File: config.mk
export PLATFORM = sky130hd
export DESIGN_NAME = input_port_bank_irq
export DESIGN_NICKNAME = d
export VERILOG_FILES = /design/src/rtl/input_port_bank_irq.sv
export SDC_FILE = /design/constraint.sdc
export NUM_CORES = 1
export LEC_CHECK = 0
export CAP_MARGIN = 10
export CORE_MARGIN = 2
export CORE_UTILIZATION = 46
export DETAILED_ROUTE_END_ITERATION = 7
export HOLD_SLACK_MARGIN = 0.02
export PLACE_DENSITY = 0.74
export SLEW_MARGIN = 10
export SYNTH_ARGS = -nofsm -noshare
export SYNTH_HDL_FRONTEND = slang
export SYNTH_SLANG_ARGS = --single-unit
File: constraint.sdc
create_clock -name clk -period 3.9 [get_ports clk]
set_input_delay 0.975 -clock clk [delete_from_list [all_inputs] [get_ports clk]]
set_output_delay 0.975 -clock clk [all_outputs]
set_load 0.02 [all_outputs]
File: src/rtl/input_port_bank_irq.sv
// Multi-port synchronised input bank with per-port maskable interrupts and a
// prioritised request/acknowledge handshake toward the control unit.
module input_port_bank_irq #(
    parameter int WIDTH       = 8,
    parameter int NUM_PORTS   = 4,
    parameter int SEL_W       = $clog2(NUM_PORTS),
    parameter int SYNC_STAGES = 2,
    parameter int IRQ_MODE    = 1
) (
    input  logic                       clk,
    input  logic                       reset,
    input  logic [NUM_PORTS*WIDTH-1:0] in_ports,
    input  logic [SEL_W-1:0]           sel_port,
    output logic [WIDTH-1:0]           out,
    input  logic [NUM_PORTS-1:0]       irq_en,
    input  logic                       irq_ack,
    output logic                       interrupt,
    output logic [SEL_W-1:0]           irq_src,
    output logic [NUM_PORTS-1:0]       irq_pending
);

    typedef enum logic [1:0] {
        ST_IDLE = 2'd0,
        ST_REQ  = 2'd1,
        ST_GAP  = 2'd2
    } state_t;

    logic [WIDTH-1:0]     sync_q [NUM_PORTS][SYNC_STAGES];
    logic [WIDTH-1:0]     sync_d [NUM_PORTS][SYNC_STAGES];
    logic [WIDTH-1:0]     prev_q [NUM_PORTS];
    logic [WIDTH-1:0]     prev_d [NUM_PORTS];
    logic [NUM_PORTS-1:0] pending_q, pending_d;
    logic [NUM_PORTS-1:0] event_w, clr_w;
    logic [SEL_W-1:0]     irq_src_q, irq_src_d;
    logic [SEL_W-1:0]     lowest_idx;
    state_t               state_q, state_d;

    // Synchroniser chains and the one-cycle-delayed copy used for edge detection.
    always_comb begin
        for (int i = 0; i < NUM_PORTS; i++) begin
            for (int j = 0; j < SYNC_STAGES; j++) begin
                if (j == 0) sync_d[i][j] = in_ports[i*WIDTH +: WIDTH];
                else        sync_d[i][j] = sync_q[i][j-1];
            end
            prev_d[i] = sync_q[i][SYNC_STAGES-1];
        end
    end

    always_comb begin
        out = '0;
        if (int'(sel_port) < NUM_PORTS) out = sync_q[sel_port][SYNC_STAGES-1];
    end

    // A set in the same cycle as the acknowledge clear wins, so no event is lost.
    always_comb begin
        event_w   = '0;
        pending_d = '0;
        for (int i = 0; i < NUM_PORTS; i++) begin
            event_w[i] = irq_en[i] && (sync_q[i][SYNC_STAGES-1] != '0) &&
                         ((IRQ_MODE == 0) || (prev_q[i] == '0));
            if (IRQ_MODE != 0)
                pending_d[i] = irq_en[i] && (event_w[i] || (pending_q[i] && !clr_w[i]));
            else
                pending_d[i] = event_w[i];
        end
    end

    always_comb begin
        lowest_idx = '0;
        for (int i = NUM_PORTS - 1; i >= 0; i--) begin
            if (pending_q[i]) lowest_idx = SEL_W'(i);
        end
    end

    // Source is latched on entry to REQ and frozen until the acknowledge.
    always_comb begin
        state_d   = state_q;
        irq_src_d = irq_src_q;
        clr_w     = '0;
        interrupt = 1'b0;
        case (state_q)
            ST_IDLE: begin
                if (|pending_q) begin
                    irq_src_d = lowest_idx;
                    state_d   = ST_REQ;
                end
            end
            ST_REQ: begin
                interrupt = 1'b1;
                if (irq_ack) begin
                    clr_w[irq_src_q] = 1'b1;
                    state_d          = ST_GAP;
                end
            end
            ST_GAP:  state_d = ST_IDLE;
            default: state_d = ST_IDLE;
        endcase
    end

    always_ff @(posedge clk or posedge reset) begin
        if (reset) begin
            for (int i = 0; i < NUM_PORTS; i++) begin
                for (int j = 0; j < SYNC_STAGES; j++) sync_q[i][j] <= '0;
                prev_q[i] <= '0;
            end
            pending_q <= '0;
            irq_src_q <= '0;
            state_q   <= ST_IDLE;
        end else begin
            for (int i = 0; i < NUM_PORTS; i++) begin
                for (int j = 0; j < SYNC_STAGES; j++) sync_q[i][j] <= sync_d[i][j];
                prev_q[i] <= prev_d[i];
            end
            pending_q <= pending_d;
            irq_src_q <= irq_src_d;
            state_q   <= state_d;
        end
    end

    assign irq_src     = irq_src_q;
    assign irq_pending = pending_q;

endmodule

Yosys cells after proc, flatten, opt, wreduce, memory -nomap -nowiden
Index checks and enable logic that the tools add are counted.

storage, ports and cells
  output and inout bits = 15
  input bits = 41
  word-level logic and storage cells = 74
  register bits = 104

operators by class
  mux-type cells = 15
  $lt $le $gt $ge = 3
  reduce and logical (&&, ||, !) cells = 37
  bitwise operators = 1
  equality and inequality tests = 3

operators by type and width
  kind                                                                   count
  16-bit binary-select mux with 2-bit select                             1
  8-bit zero test                                                        4
  8-bit nonzero test                                                     4
  1-bit logical AND                                                      17
  8-bit two-way mux                                                      2
  2-bit two-way mux                                                      6
  4-bit two-way mux                                                      2
  1-bit zero test                                                        4
  1-bit logical OR                                                       4
  2-bit inequality test, second input constant                           2
  2-bit one-hot mux with 2 select lines                                  1
  2-bit AND reduction                                                    2
  4-bit OR reduction                                                     1
  3-bit >= comparator, second input constant                             1
  2-bit by 3-bit < comparator with 1-bit output, second input constant   1
  2-bit inverter with 3-bit output                                       1
  1-bit demux with 2-bit select                                          1
  2-bit by 1-bit equality test with 1-bit output, second input constant  1
  2-bit by 1-bit >= comparator with 1-bit output, second input constant  1
  2-bit zero test                                                        1
  1-bit two-way mux                                                      2

Depth between registers and ports, before layout
  depth after elaboration = 10
  depth in mapped cells = 3
  mapped depth without buffers = 3

Least setup slack after synthesis
Ideal clock, no wire load.

  path kind = input to output
  start = input port sel_port[0]
  end = output port out[0]
  data arrival time = 1.803 ns
  buffers on the path = 1
  cell stages on the path = 2
  path slack = 1.122 ns
  data required time = 2.925 ns
  cells stage by stage = buf_2 -> mux4_2

between the ends
  word-level cells in the longest chain between the ends = 4

ends and longest elaborated chain
  item                                                    RTL line  RTL
  start, declared                                         13        input logic [SEL_W-1:0] sel_port,
  2-bit inverter with 3-bit output (not written as such)  51        if (int'(sel_port) < NUM_PORTS) out = sync_q[sel_port][SYNC_STAGES-1];
  16-bit binary-select mux with 2-bit select              51
  8-bit two-way mux (not written as such) (2 in a row)    51
  end, declared                                           14        output logic [WIDTH-1:0] out,

Every way passes these cells. The select of a mux whose other input is x is not followed.

Final worst setup path
  start = input port sel_port[0]
  end = output port out[1]

Same word-level chain as after synthesis.

==> metrics.md <==
| Metric | Value |
|---|---|
| Largest net degree at the start of global routing | 63 |
| CTS tree | yes |
| Register area | 2603 um^2 |
| Vias in the first global route | approximately 1600 |
| Syn-to-layout area delta | 27.25% |
| Cell Area, Synth | between 3000 and 4000 um^2 |
| Crit-path cells | clkdlybuf4s50_1 > buf_4 > mux4_2 > clkdlybuf4s50_1 |
| Die area | about 7400 um^2 |
| Status | complete, no violations |
| Post-CTS Resized | 0 |
| Place WS | approximately 210 ps |
| DRC errors left | 0 |
| Max stage delay on crit path | roughly 560 ps |
| Setup violations, final | 0 |
| GP Congestion | between 0.8 and 0.9 |
| Placed Cells | slightly below 300 |
| Initial antenna violation count | 0 |
| Post-Syn Nets | 201 |
| Routed Antenna Nets | 0 |
| Congestion Overflow GR | 0 |
| # Max-Cap Violations | 0 |
| Synth cell types | 25 |
| Yosys warns | 0 |
| Initial drt markers | about 100 |
| Mean post-synth cell area | 19.42 um^2 |
| Gate count of the mapped netlist | between 150 and 200 |
| Synth Flop Type | dfrtp_1 |
| Diode count | 0 |
| WL per Instance | 16.55 um |
| Crit-path leading delay family | buffers and inverters |
| Setup Buffers After CTS | 0 |
| Crit. End Element | primary output |
| Worst Path Arrival | roughly 2700 ps |
| Area leader, netlist | dfrtp_1 |
| Power density cells | 492.0 nW/um^2 |
| Worst Hold Class | flop to flop |
| Max frequency | between 200 and 300 MHz |
| Layout Nets | 267 |
| RSZ-0062 raised after global routing | false |
| Post-route setup slack | 225.1 ps |
| Final min period | 3675 ps |
| First-pass GRT wire length | roughly 8.4 mm |
| Worst Path Required | slightly below 3000 ps |
| Buf+Inv Stages, Crit Path | 3 |
| Register bit total from synthesis | between 100 and 150 |
| GRT Util Overall | about 16% |
| Clock Path Buffers | 2 |
| WL final | between 5 and 6 mm |
| Top-count cell post-synth | dfrtp_1 |
| Hold buffers post-CTS | 0 |
| Hpwl dp | 3.792 mm |
| Final Hold Vio Count | 0 |
| Leak | around 1.7 nW |
| Crit path kind | input port to primary output |
| Top cells by area, synth | dfrtp_1 (84%), mux4_2 (5.8%), nor4_1 (1.6%), or4_1 (1.4%), a211oi_2 (0.81%) |
| Port buffer count | 55 |
| Tcrit/Tclk final | around 94% |
| Std-Cell Rows | 29 |
| Flop2flop setup slack | roughly 2500 ps |
| Yosys top cell area share | between 80% and 90% |
| Clock Skews | 10.39 ps |
| Die Y | approximately 86 um |
| CP Launch Type | input port |
| Crit path top cell by count | clkdlybuf4s50_1 |
| H-tree levels | 3 |
| Final Max Tran Viols | 0 |
| Die W | between 80 and 90 um |
| Area of the multi-input gates | between 400 and 500 um^2 |
| Sink Count | ~100 |
| Clk_lat worst skew | roughly 350 ps |
| Root Driver | clkbuf_8 |
| Top Ports | 56 |
| Post-synth EDFFs | 0 |
| Setup_tns | 0 ps |
| FFs w/ async S/R, synth | 100.0% |
| Worst VDD drop | between 0.2 and 0.3 mV |
| Fin util | 61.24% |
| Pre-antenna DRT Iters | 4 |
| Hold Slack | roughly 340 ps |
| Slew headroom | 65.67% |
| Effective utilization at floorplan | 48.12% |
| Vias/cell | 5.188 |
| Via count | between 1500 and 2000 |
| Final cell count without fillers | slightly above 300 |
| Worst Max-Slew Pin Slew | 515.0 ps |
| Filler Cells Inserted | 485 |
| Ratio of cells with drive above 1 in the final layout | between 10% and 20% |
| Clock transition at the registers of the reported paths | 100 ps |
| Seq/Total Area, Yosys | 83.74% |
| CP max FO | 8 |
| Core Footprint | around 6500 um^2 |
| Inserted Clock Buffers | 9 |
| Top cells by count, synth | dfrtp_1 (104), mux4_2 (8), nor4_1 (8), or4_1 (6), nor2_1 (5) |
| Critical-path top delay cell | clkdlybuf4s50_1 |
## registers in the layout, summed over array words and instances (netlist names)
| signal | count |
|---|---|
| prev_d | 32 |
| state_q | 2 |
| irq_src | 2 |
| prev_q | 32 |
| irq_pending | 4 |
| sync_d | 32 |
## stage by stage
stage | total power [mW] | cell area [um^2]
global placement | 1.374 | 3776
global route | 2.038 | 3955
CTS | 1.973 | 3955
detailed placement | 1.378 | 3776
finish | 1.946 | 3955
floorplan | 1.272 | 3108
## final timing paths
path	startpoint	end	depth (start not counted)
setup / recovery	sel_port[0]	out[1]	4
hold / removal	sync_d[35]$_DFF_PP0_	prev_d[19]$_DFF_PP0_	0
setup reg to reg	prev_d[11]$_DFF_PP0_	irq_pending[2]$_DFF_PP0_	3
hold reg to reg	sync_d[35]$_DFF_PP0_	prev_d[19]$_DFF_PP0_	0
max in group asynchronous	reset	sync_d[3]$_DFF_PP0_	3
min in group asynchronous	reset	prev_q[28]$_DFF_PP0_	2
## cell usage in the layout (no fill, tap or decap), types with 5 or more instances in the layout
cell type / netlist / routed
nor4_1: 8 / 8
dfrtp_1: 104 / 104
mux4_2: 8 / 8
or4_1: 6 / 6
nor2_1: 5 / 5
clkbuf_8: 0 / 9
clkdlybuf4s50_1: 0 / 55
## per-layer routing
layer  up-vias  track usage (%)  wire length (um)
li1        707                -                 -
met1       798            21.85              2356
met2        77            21.78              2156
met3        16            5.333               360
met4         0            8.665               224
met5         -                0                 0
## power breakdown
part / leakage, nW / switching (mW) / internal (mW)
clock: 0.0919 / 0.351 / 0.240
sequential: 1.23 / 0.0442 / 1.14
combinational: 0.350 / 0.0748 / 0.0967
## logic make-up after synthesis
logic type	count (synthesis)	share of synthesized area, %
AOI/OAI and AO/OA	17	4.347
buffers and inverters	5	0.6438
DFF	104	83.74
muxes	8	5.797
and+or+nand+nor	26	5.475
## cell type report
| type | instances | area share (%) |
|---|---|---|
| well taps | 77 | 2.436 |
| inverters | 3 | 0.3480 |
| clock inverters | 7 | 1.392 |
| clock buffers | 9 | 3.132 |
| flip-flops and latches | 104 | 65.80 |
| repair buffers | 57 | 14.62 |
| multi-input cells | 51 | 12.27 |
Note: power is estimated with default switching activity, not from simulation.
